===== src/rtl/arcade_ctrl_merge.sv =====
// Joystick merge with per-bit debounce, coin queue and coin pulse shaper.
// Optional autofire on one button is built in when ARCADE_CTRL_AUTOFIRE_EN is defined.
module arcade_ctrl_merge #(
  parameter int NPLAYERS  = 2,
  parameter int NBTN      = 16,
  parameter int DEB_TICKS = 4,
  parameter int COIN_BIT  = 8,
  parameter int COIN_ON   = 6,
  parameter int COIN_OFF  = 6
`ifdef ARCADE_CTRL_AUTOFIRE_EN
  ,
  parameter int AF_BIT    = 4,
  parameter int AF_HALF   = 3
`endif
) (
  input  logic                     clk_sys,
  input  logic                     reset_n,
  input  logic                     ce_tick,
  input  logic [NPLAYERS*NBTN-1:0] joy_in,
  input  logic                     cocktail,
  input  logic [1:0]               active_player,
`ifdef ARCADE_CTRL_AUTOFIRE_EN
  input  logic                     autofire,
`endif
  output logic [NBTN-1:0]          btn_out,
  output logic                     coin_pulse,
  output logic [1:0]               coin_pending
);

  localparam logic [7:0]      DEB_LAST  = 8'(DEB_TICKS - 1);
  localparam logic [7:0]      ON_LAST   = 8'(COIN_ON - 1);
  localparam logic [7:0]      OFF_LAST  = 8'(COIN_OFF - 1);
  localparam logic [NBTN-1:0] COIN_MASK = {{(NBTN-1){1'b0}}, 1'b1} << COIN_BIT;
`ifdef ARCADE_CTRL_AUTOFIRE_EN
  localparam logic [7:0]      AF_LAST   = 8'(AF_HALF - 1);
`endif

  typedef enum logic [1:0] {
    ST_IDLE = 2'd0,
    ST_ON   = 2'd1,
    ST_OFF  = 2'd2
  } coin_st_e;

  logic [1:0]      rst_sync_q;
  logic            rst_n_s;
  logic [NBTN-1:0] src_s;
  logic [NBTN-1:0] raw_s;
  logic            coin_src_s;
  logic [7:0]      cnt_q [NBTN];
  logic [7:0]      cnt_d [NBTN];
  logic [NBTN-1:0] deb_q, deb_d;
  logic [NBTN-1:0] btn_q, btn_d;
  logic            coin_prev_q;
  logic            coin_rise_s;
  logic            inc_s, dec_s;
  logic [1:0]      pend_q, pend_d;
  coin_st_e        state_q, state_d;
  logic [7:0]      tmr_q, tmr_d;
  logic            pulse_q, pulse_d;
`ifdef ARCADE_CTRL_AUTOFIRE_EN
  logic [7:0]      af_cnt_q, af_cnt_d;
  logic            af_phase_q, af_phase_d;
`endif

  // Reset asserts asynchronously, releases two clk_sys edges later
  always_ff @(posedge clk_sys or negedge reset_n) begin
    if (!reset_n) begin
      rst_sync_q <= 2'b00;
    end else begin
      rst_sync_q <= {rst_sync_q[0], 1'b1};
    end
  end

  assign rst_n_s = rst_sync_q[1];

  // Source selection; the coin bit is always merged from every player
  always_comb begin
    src_s      = '0;
    coin_src_s = 1'b0;
    for (int p = 0; p < NPLAYERS; p++) begin
      coin_src_s = coin_src_s | joy_in[p*NBTN + COIN_BIT];
      if (cocktail) begin
        src_s = src_s | (joy_in[p*NBTN +: NBTN] & {NBTN{active_player == 2'(p)}});
      end else begin
        src_s = src_s | joy_in[p*NBTN +: NBTN];
      end
    end
    raw_s           = src_s;
    raw_s[COIN_BIT] = coin_src_s;
  end

  // Per-bit debounce: a bit flips only after DEB_TICKS consecutive differing ticks
  always_comb begin
    cnt_d = cnt_q;
    deb_d = deb_q;
    if (ce_tick) begin
      for (int i = 0; i < NBTN; i++) begin
        if (raw_s[i] == deb_q[i]) begin
          cnt_d[i] = 8'd0;
        end else if (cnt_q[i] == DEB_LAST) begin
          cnt_d[i] = 8'd0;
          deb_d[i] = ~deb_q[i];
        end else begin
          cnt_d[i] = cnt_q[i] + 8'd1;
        end
      end
    end else begin
      deb_d = deb_q;
    end
  end

`ifdef ARCADE_CTRL_AUTOFIRE_EN
  // Autofire phase runs only while the debounced fire bit is held
  always_comb begin
    af_cnt_d   = af_cnt_q;
    af_phase_d = af_phase_q;
    if (autofire && deb_q[AF_BIT]) begin
      if (ce_tick) begin
        if (af_cnt_q == AF_LAST) begin
          af_cnt_d   = 8'd0;
          af_phase_d = ~af_phase_q;
        end else begin
          af_cnt_d = af_cnt_q + 8'd1;
        end
      end else begin
        af_cnt_d = af_cnt_q;
      end
    end else begin
      af_cnt_d   = 8'd0;
      af_phase_d = 1'b0;
    end
    btn_d         = deb_q & ~COIN_MASK;
    btn_d[AF_BIT] = deb_q[AF_BIT] & ~(autofire & af_phase_q);
  end

  // Autofire state
  always_ff @(posedge clk_sys or negedge rst_n_s) begin
    if (!rst_n_s) begin
      af_cnt_q   <= 8'd0;
      af_phase_q <= 1'b0;
    end else begin
      af_cnt_q   <= af_cnt_d;
      af_phase_q <= af_phase_d;
    end
  end
`else
  // Output word is the debounced word with the coin position cleared
  always_comb begin
    btn_d = deb_q & ~COIN_MASK;
  end
`endif

  assign coin_rise_s = deb_q[COIN_BIT] & ~coin_prev_q;

  // Coin pulse FSM and saturating coin queue
  always_comb begin
    state_d = state_q;
    tmr_d   = tmr_q;
    dec_s   = 1'b0;
    case (state_q)
      ST_IDLE: begin
        if (pend_q != 2'd0) begin
          state_d = ST_ON;
          tmr_d   = 8'd0;
          dec_s   = 1'b1;
        end else begin
          state_d = ST_IDLE;
        end
      end
      ST_ON: begin
        if (ce_tick) begin
          if (tmr_q == ON_LAST) begin
            state_d = ST_OFF;
            tmr_d   = 8'd0;
          end else begin
            tmr_d = tmr_q + 8'd1;
          end
        end else begin
          tmr_d = tmr_q;
        end
      end
      ST_OFF: begin
        if (ce_tick) begin
          if (tmr_q == OFF_LAST) begin
            state_d = ST_IDLE;
            tmr_d   = 8'd0;
          end else begin
            tmr_d = tmr_q + 8'd1;
          end
        end else begin
          tmr_d = tmr_q;
        end
      end
      default: begin
        state_d = ST_IDLE;
        tmr_d   = 8'd0;
      end
    endcase

    inc_s = coin_rise_s & (pend_q != 2'd3);
    case ({inc_s, dec_s})
      2'b10:   pend_d = pend_q + 2'd1;
      2'b01:   pend_d = pend_q - 2'd1;
      default: pend_d = pend_q;
    endcase

    pulse_d = (state_d == ST_ON);
  end

  // Main state registers
  always_ff @(posedge clk_sys or negedge rst_n_s) begin
    if (!rst_n_s) begin
      for (int i = 0; i < NBTN; i++) begin
        cnt_q[i] <= 8'd0;
      end
      deb_q       <= '0;
      btn_q       <= '0;
      coin_prev_q <= 1'b0;
      pend_q      <= 2'd0;
      state_q     <= ST_IDLE;
      tmr_q       <= 8'd0;
      pulse_q     <= 1'b0;
    end else begin
      cnt_q       <= cnt_d;
      deb_q       <= deb_d;
      btn_q       <= btn_d;
      coin_prev_q <= deb_q[COIN_BIT];
      pend_q      <= pend_d;
      state_q     <= state_d;
      tmr_q       <= tmr_d;
      pulse_q     <= pulse_d;
    end
  end

  assign btn_out      = btn_q;
  assign coin_pulse   = pulse_q;
  assign coin_pending = pend_q;

endmodule


===== config.mk =====
export PLATFORM = sky130hd
export DESIGN_NAME = arcade_ctrl_merge
export DESIGN_NICKNAME = d
export VERILOG_FILES = /design/src/rtl/arcade_ctrl_merge.sv
export SDC_FILE = /design/constraint.sdc
export NUM_CORES = 1
export LEC_CHECK = 0
export ABC_CLOCK_PERIOD_IN_PS = 6750
export BUFFER_PORTS_ARGS = -buffer_cell sky130_fd_sc_hd__buf_2
export CAP_MARGIN = 30
export CORE_ASPECT_RATIO = 1.4
export CORE_UTILIZATION = 60
export CTS_CLUSTER_DIAMETER = 120
export DETAILED_ROUTE_END_ITERATION = 10
export GPL_TIMING_DRIVEN = 1
export PLACE_DENSITY = 0.82
export SETUP_SLACK_MARGIN = 0.3
export SLEW_MARGIN = 40
export SYNTH_ARGS = -nofsm -noshare
export SYNTH_HDL_FRONTEND = slang
export SYNTH_SLANG_ARGS = --single-unit

===== constraint.sdc =====
create_clock -name clk_sys -period 6.75 [get_ports clk_sys]
set_input_delay 0.675 -clock clk_sys [delete_from_list [all_inputs] [get_ports clk_sys]]
set_output_delay 0.675 -clock clk_sys [all_outputs]
set_load 0.02 [all_outputs]

# ---- Yosys cells after proc, flatten, opt, wreduce, memory -nomap -nowiden
# Index checks and enable logic that the tools add are counted.
dict set report classes {
  addsub 19
  n_eq_ne 42
  n_mux 47
  bitwise_logic 40
  n_reduce_logical 22
}
# cell n
set op_table {}
lappend op_table {{8-bit two-way mux} 35}
lappend op_table {{8-bit by 1-bit adder with 8-bit output, second input constant} 17}
lappend op_table {{8-bit by 2-bit == test with 1-bit output, second input constant} 16}
lappend op_table {{3-bit AND reduction} 16}
lappend op_table {{1-bit inverter} 33}
lappend op_table {{16-bit bitwise AND} 2}
lappend op_table {{16-bit two-way mux} 2}
lappend op_table {{16-bit OR} 2}
lappend op_table {{1-bit == test} 16}
lappend op_table {{8-bit one-hot mux with 2 select lines} 1}
lappend op_table {{2-bit by 1-bit == test with 1-bit output, second input constant} 4}
lappend op_table {{8-bit by 3-bit == test with 1-bit output, second input constant} 1}
lappend op_table {{2-bit two-way mux} 4}
lappend op_table {{2-bit one-hot mux with 3 select lines} 1}
lappend op_table {{2-bit == test, second input constant} 2}
lappend op_table {{2-bit zero test} 2}
lappend op_table {{2-bit inequality test, second input constant} 2}
lappend op_table {{2-bit one-hot mux with 2 select lines} 1}
lappend op_table {{2-bit nonzero test} 2}
lappend op_table {{1-bit two-way mux} 3}
lappend op_table {{2-bit by 1-bit adder with 2-bit output, second input constant} 1}
lappend op_table {{1-bit bitwise AND} 2}
lappend op_table {{2-bit by 1-bit inequality test with 1-bit output, second input constant} 1}
lappend op_table {{2-bit AND reduction} 1}
lappend op_table {{other kinds (3)} 3}
dict set report word_totals {
  register_bits 175
  elab_cells 209
}

# ---- Depth between registers and ports, before layout
# Gate-level depths: netlist (run 1).
dict set report depth {
  ltp_word 8
  mapped_depth 8
  ltp_nobuf 8
}

# ---- Least setup slack after synthesis (run 1)
# No wires, ideal clock.
dict set report synth_timing {
  kind {input to register}
  from {in active_player[0]}
  to {reg cnt_q[11] (netlist name)}
  setup_ps 121
  t_arrival_ps 1844
  setup_slack_ps 4785
  path_stages 7
  path_buffers 2
  cell_sequence {buf_6 buf_12 mux2i_1 o22ai_2 xnor2_2 o21ai_1 a22o_1}
}
dict set report synth_via {
  elab_chain_cells 7
  word_cells_on_any_way 10
  classes_between {eq/ne (2); mux (3); bitwise (4); reduce/logical (1)}
}
# element line_no
set synth_lines {}
lappend synth_lines {{from (decl)} 21} ;# input logic [1:0] active_player,
lappend synth_lines {{2-bit zero test} 83} ;# src_s = src_s | (joy_in[p*NBTN +: NBTN] & {NBTN{active_player == 2'(p)}});
lappend synth_lines {{16-bit bitwise AND} 83}
lappend synth_lines {{16-bit two-way mux} 82} ;# if (cocktail) begin
lappend synth_lines {{16-bit OR (on tied branches)} {85, 83}}
lappend synth_lines {{16-bit two-way mux (*)} 82}
lappend synth_lines {{1-bit == test (*)} 98} ;# if (raw_s[i] == deb_q[i]) begin
lappend synth_lines {{8-bit two-way mux (*)} 98}
lappend synth_lines {{to (signal assigned)} 224} ;# cnt_q <= cnt_d;
lappend synth_lines {{to (decl)} 49} ;# logic [7:0] cnt_q [NBTN];
# Mark *: on every way between the ends. The rest lies on a longest branch, timed or not.
# A chain may end at the register's enable or synchronous reset.

# ---- Final worst setup path (run 1)
dict set report layout_timing {
  from {in active_player[0]}
  to {reg cnt_q[4] (netlist name)}
}
# The elaborated chain is that of the path after synthesis.

==> results of run 1 <==
==> state kept, by name, summed over array words and instances (netlist names) <==
signal and cells:
cnt_q 128, deb_q 16, btn_out 15, tmr_q 8, coin_pending 2, rst_sync_q 2, state_q 2, coin_prev_q 1
coin_pulse 1
==> repair_timing <==
| item | CTS | global route |
|---|---|---|
| buffers inserted | 0 | 0 |
| hold endpoints to repair | 2 | 0 |
| hold buffers | 1 | 0 |
==> cell families (layout without fill, tap and decap cells) <==
logic type | Yosys count | in the layout | share of synthesized area [%]
and+or+nand+nor | 326 | 326 | 19.3
AOI/OAI and AO/OA | 205 | 205 | 17.0
DFF | 175 | 175 | 47.2
muxes | 52 | 52 | 5.92
xor gates and xnor gates | 47 | 47 | 5.49
buffers and inverters | 36 | 103 | 1.95
adders and majority gates | 23 | 23 | 3.10
other | 2 | 2 | 0.0809
==> cell usage after synthesis, types with 25 or more instances <==
cell and n:
dfrtp_1 175, nor2_1 65, a22o_1 63, nor2b_1 48, nand3_1 45, and3_1 43, nand2_1 38, mux2i_1 32
nor3_1 29, o21ai_1 28, o2bb2ai_1 28, xnor2_1 26, o21ai_0 25
==> through the flow <==
| step | setup slack, ns | area, um^2 |
|---|---|---|
| final | 4.56 | 10300 |
| after global routing | 4.45 | 10300 |
| after CTS | 4.62 | 10300 |
| after detailed placement | 4.16 | 9690 |
| after global placement | 4.17 | 9690 |
| after floorplan | 1.51 | 9280 |
==> routing by layer <==
layer  wire [um]  up-vias  track usage [%]
met5           0        -                0
met4         386        0             9.93
met3         584       30             5.20
met2        8750      136             40.2
met1        7660     3348             28.6
li1            -     3285                -
==> final cells by class <==
type                    instances  share of cell area (%)
clock buffers                  18                    4.15
well taps                     192                    2.32
clock inverters                14                    1.85
inverters                      10                   0.363
repair buffers                 61                    3.30
flip-flops and latches        175                    42.4
multi-input cells             655                    45.6
==> report_power, final <==
group	internal [mW]	switching, mW	total (mW)
registers	1.31	0.235	1.54
logic	0.486	0.596	1.08
clock network	0.619	0.421	1.04
==> worst max-delay path, stage by stage <==
cell and delay, ns:
buf_2 0.46, mux2i_1 0.28, o22ai_2 0.12, xnor2_1 0.52, o21ai_0 0.21, a32o_1 0.25
==> final timing paths <==
kind                                          from                 endpoint  slack, ns
max in group asynchronous  rst_sync_q[1]$_DFF_PN0_    cnt_q[16]$_DFFE_PN0P_       5.41
setup reg to reg              state_q[0]$_DFF_PN0_     tmr_q[2]$_DFFE_PN0P_       4.84
setup / recovery                  active_player[0]     cnt_q[4]$_DFFE_PN0P_       4.56
hold / removal             rst_sync_q[1]$_DFF_PN0_     btn_out[1]$_DFF_PN0_       0.22
hold reg to reg            rst_sync_q[1]$_DFF_PN0_     btn_out[1]$_DFF_PN0_       0.22
min in group clk_sys       rst_sync_q[0]$_DFF_PN0_  rst_sync_q[1]$_DFF_PN0_       0.36
==> impl_metrics.tcl, run 1 <==
set metrics [dict create \
    route.detailed.drc 0 \
    fin_hold_ws_ns 0.223 \
    crit_arrival_ns 2.52 \
    yosysUniqueCellTypes 54 \
    critPathRequiredTime_ns 7.07 \
    async_flop_share_pct 100 \
    crit_type "primary input to flip-flop" \
    synth_edf_count 0 \
    cts_tree "yes" \
    endpoint_kind "flip-flop" \
    root_buffer "clkbuf_16" \
    hold_violations 0 \
    yosys.area.top_type "dfrtp_1" \
    maxCapViolCount 0 \
    die_area_um2 16000 \
    synth_area_leaders "dfrtp_1, a22o_1, mux2i_1" \
    skew_ns 0.00909 \
    drive_gt1_share_pct 16.7 \
    grt_overflow 0 \
    first_iter_violations 339 \
    status "finished clean" \
    synth_flop_cell "dfrtp_1" \
    die_h_um 149 \
    vias 6799 \
    fmax_ghz 0.456 \
    multi_input_area_um2 4720 \
    final_cells 1125 \
    synth_top_area_share_pct 47.2 \
    netlist_instances 866 \
    via_per_inst 6.04 \
    syn_nets 927 \
    floorplan.initialDensity_pct 61.7 \
    grt_pass1_wl_mm 29.8 \
    nets 981 \
    powerDensity_nw_per_um2 354 \
    mostFrequentLayoutCells "dfrtp_1, nor2_1, a22o_1" \
    ant_nets 0 \
    seqCellArea_um2 4380 \
    cts_made_buffers 17 \
    finalMaxSlewViolations 0 \
    area_growth_pct 11.4 \
    dr.pass1.iters 5 \
    worst-r2r-cell-count 6 \
    dp_cells 1091 \
    diodes 0 \
    clk_path_buf_depth 2 \
    clk_pin_slew_worst_paths_ns 0.07 \
    cts_max_level 4 \
    routed_wl_mm 17.4 \
    gp_congestion 0.814 \
    track_usage_pct 23.5 \
    setup_viol 0 \
    clock_latency_ns 0.44 \
    cts.repair.resized 0 \
    max_slew_margin_pct 47.5 \
    power_mw 3.66 \
    wl_per_cell_um 15.4 \
    start_kind "primary input" \
    synth_area_um2 9280 \
    rows 53 \
    io_buffer_count 55 \
    grt_pass1_vias 6631 \
    ir_drop_uv 204 \
    die_width_um 107 \
    grt_max_degree 83 \
    yosys_register_bits 175 \
    fillers 1131 \
    grt_setup_unrepaired "no" \
    final_common_cell "dfrtp_1" \
    seq_area_frac_synth_pct 47.2 \
    post-route-util_pct 68.7 \
    worstMarginPinSlew_ns 0.788 \
    period_needed_ns 2.19 \
    syn_avg_cell_area_um2 10.7 \
    leakagePower_nw 4.84 \
    path_max_fanout 15 \
    ios 57 \
    hp-class "flip-flop to async pin" \
    fin_crit_sh_pct 32.5 \
    dp_hpwl_mm 11.2 \
    cts_num_sinks 175 \
    core_area_um2 15100 \
    antenna_found_initial 0 \
    tns_ns 0 \
    synth_warnings 0 \
]
(Power assumes the default switching activity.)
==> inputs of run 2 (changes only) <==
Settings changed: ABC_AREA from default to 1, ABC_CLOCK_PERIOD_IN_PS 6750 to 2250, PLACE_DENSITY 0.82 to 0.81.
Clock period 6.75 ns to 2.25 ns, I/O delays scaled along.
==> impl_metrics.tcl, run 2 <==
set metrics [dict create \
    grt_pass1_vias 9608 \
    syn_nets 1566 \
    die_area_um2 19000 \
    synthSimpleGateAreaFrac_pct 41.9 \
    leakagePower_nw 7.30 \
    post-route-util_pct 67.5 \
    dp_cells 1769 \
    r2r_start "state_q[0]$_DFF_PN0_" \
    dp_slack_ns 0.585 \
    grt_pass1_wl_mm 40.9 \
    clk_pin_slew_worst_paths_ns 0.06 \
    routed_wl_mm 23.1 \
    finalMaxSlewViolations 0 \
    yosysUniqueCellTypes 31 \
    critPathSlowestCell "dfrtp_1" \
    via_per_inst 5.39 \
    mostFrequentLayoutCells "nand2_1, inv_1, dfrtp_1" \
    cts_tree "yes" \
    synth_area_um2 11100 \
    largest_register "cnt_q" \
    io_buffer_count 55 \
    grt_overflow 0 \
    period_needed_ns 1.64 \
    crit_type "flip-flop to flip-flop" \
    maxCapViolCount 0 \
    netlist_instances 1505 \
    cts.repair.resized 0 \
    status "finished clean" \
    placed_area_um2 11600 \
    cts_num_sinks 175 \
    drive_gt1_share_pct 9.80 \
    gp_congestion 0.843 \
    yosys_register_bits 175 \
    synth_warnings 0 \
    final_cells 1801 \
    ant_nets 0 \
    rows 58 \
    grt_setup_unrepaired "no" \
    async_flop_share_pct 100 \
    hp-class "primary input to async pin" \
    tns_ns 0 \
    fmax_ghz 0.611 \
    setup_viol 0 \
    diodes 0 \
    wl_per_cell_um 12.8 \
    fillers 1524 \
    route.detailed.drc 0 \
    dp_hpwl_mm 15.7 \
    power_mw 10.6 \
    synth_area_leaders "dfrtp_1, nand2_1, nand4_1" \
    ir_drop_uv 677 \
    antenna_found_initial 0 \
    max_slew_margin_pct 62.2 \
    final_common_cell "nand2_1" \
    synth_edf_count 0 \
    skew_ns 0.0147 \
    vias 9705 \
    synth_mux_area_share_pct 0 \
    synth_flop_cell "dfrtp_1" \
    stdcell_area_um2 12100 \
    fin_hold_ws_ns 0.0983 \
    cp_cell_sequence "inv_1 > ha_1 > o21ai_0 > inv_1 > ha_1 > a21oi_1 > o21ai_0 > xnor2_1" \
    endpoint_kind "flip-flop" \
    slowest_delay_ns 0.37 \
    start_kind "flip-flop" \
    worst-r2r-cell-count 8 \
    synth_common_cells "nand2_1, inv_1, dfrtp_1, nand4_1, nand3_1" \
    clk_path_buf_depth 2 \
    cts_max_level 4 \
    synth.most_common_cell "nand2_1" \
    powerDensity_nw_per_um2 873 \
    synth_top_area_share_pct 39.6 \
    cts_made_buffers 17 \
    grt_max_degree 126 \
    first_iter_violations 725 \
    die_width_um 117 \
    root_buffer "clkbuf_16" \
    track_usage_pct 26.5 \
    synth_compound_area_share_pct 1.53 \
    area_growth_pct 9.88 \
    fin_ws_ns 0.613 \
    seq_area_frac_synth_pct 39.6 \
    hold_violations 0 \
    yosys.area.top_type "dfrtp_1" \
    path_max_fanout 3 \
    floorplan.initialDensity_pct 61.4 \
    clock_latency_ns 0.43 \
    dr.pass1.iters 5 \
    die_h_um 163 \
    syn_avg_cell_area_um2 7.34 \
    synth_top_family_by_area "simple AND/OR/NAND/NOR gates" \
    nets 1610 \
    largest_register_ffs 128 \
    critPathRequiredTime_ns 2.57 \
    regToRegSetupSlack_ns 0.61 \
    core_area_um2 18000 \
    yosys.area_share.xor_xnor_pct 4.36 \
    worstMarginPinSlew_ns 0.565 \
    r2r-end "coin_pending[1]$_DFFE_PN0P_" \
    ios 57 \
    crit_arrival_ns 1.95 \
    fin_crit_sh_pct 72.7 \
    synthAdderAreaFrac_pct 2.60 \
]
-- run 2: cell count changes after synthesis, moves of 39 or more --
cell     before  now
a22o_1       63    0
and3_1       43    0
inv_1        10  219
nand2_1      38  527
nand2_4       0   39
nand3_1      45  113
nand4_1       4  160
nor2b_1      48    0
xor2_1        8   47
-- run 2: how the worst max path moves through the flow --
stage	start	endpoint	slack, ns	depth (start not counted)
after global placement	active_player[1]	cnt_q[21]$_DFFE_PN0P_	0.62	9
after detailed placement	active_player[1]	cnt_q[23]$_DFFE_PN0P_	0.59	9
after CTS	state_q[0]$_DFF_PN0_	coin_pending[1]$_DFFE_PN0P_	0.61	8
after floorplan	rst_sync_q[1]$_DFF_PN0_	btn_out[0]$_DFF_PN0_	0.45	0
after global routing	state_q[1]$_DFF_PN0_	tmr_q[1]$_DFFE_PN0P_	0.50	8
final	state_q[0]$_DFF_PN0_	coin_pending[1]$_DFFE_PN0P_	0.61	8
-- run 2: routing by layer --
metal	vias up	wire (um)	track usage [%]	part of all wire [%]
li1	4900	-	-	-
met1	4588	9760	30.9	42
met2	185	12200	47.9	53
met3	32	653	3.61	2.8
met4	0	526	11.3	2.3
met5	-	0	0	0
-- run 2: repair_timing --
item / 4_1_cts / 5_1_grt
endpoints found under the hold margin: 2 / 0
buffers inserted: 0 / 0
hold buffers: 1 / 0
-- run 2: cell type report --
type,instances,area [um^2],share of cell area [%]
clock buffers,25,495,4.08
multi-input cells,1063,5570,45.9
flip-flops and latches,175,4380,36.1
well taps,240,300,2.47
repair buffers,72,508,4.18
inverters,220,828,6.82
clock inverters,6,57.6,0.474
-- run 2: worst max-delay path, delay by kind of cell (launching register included) --
kind / cells / cell delay (ns)
AOI/OAI and AO/OA: 3 / 0.32
xor gates and xnor gates: 1 / 0.14
adders and majority gates: 2 / 0.53
buffers and inverters: 2 / 0.15
DFF: 1 / 0.37
-- run 2: kinds of logic after synthesis --
logic type / Yosys count
xor+xnor: 55
other cells: 2
flops: 175
buf+inv: 267
simple gates: 953
fa+ha+maj: 23
compound gates: 30
-- run 2: report_power, final --
part | total [mW] | internal (mW) | switching [mW]
Clock | 2.83 | 1.63 | 1.20
Sequential | 4.72 | 3.85 | 0.865
Combinational | 3.05 | 1.20 | 1.85
Total | 10.6 | 6.68 | 3.92
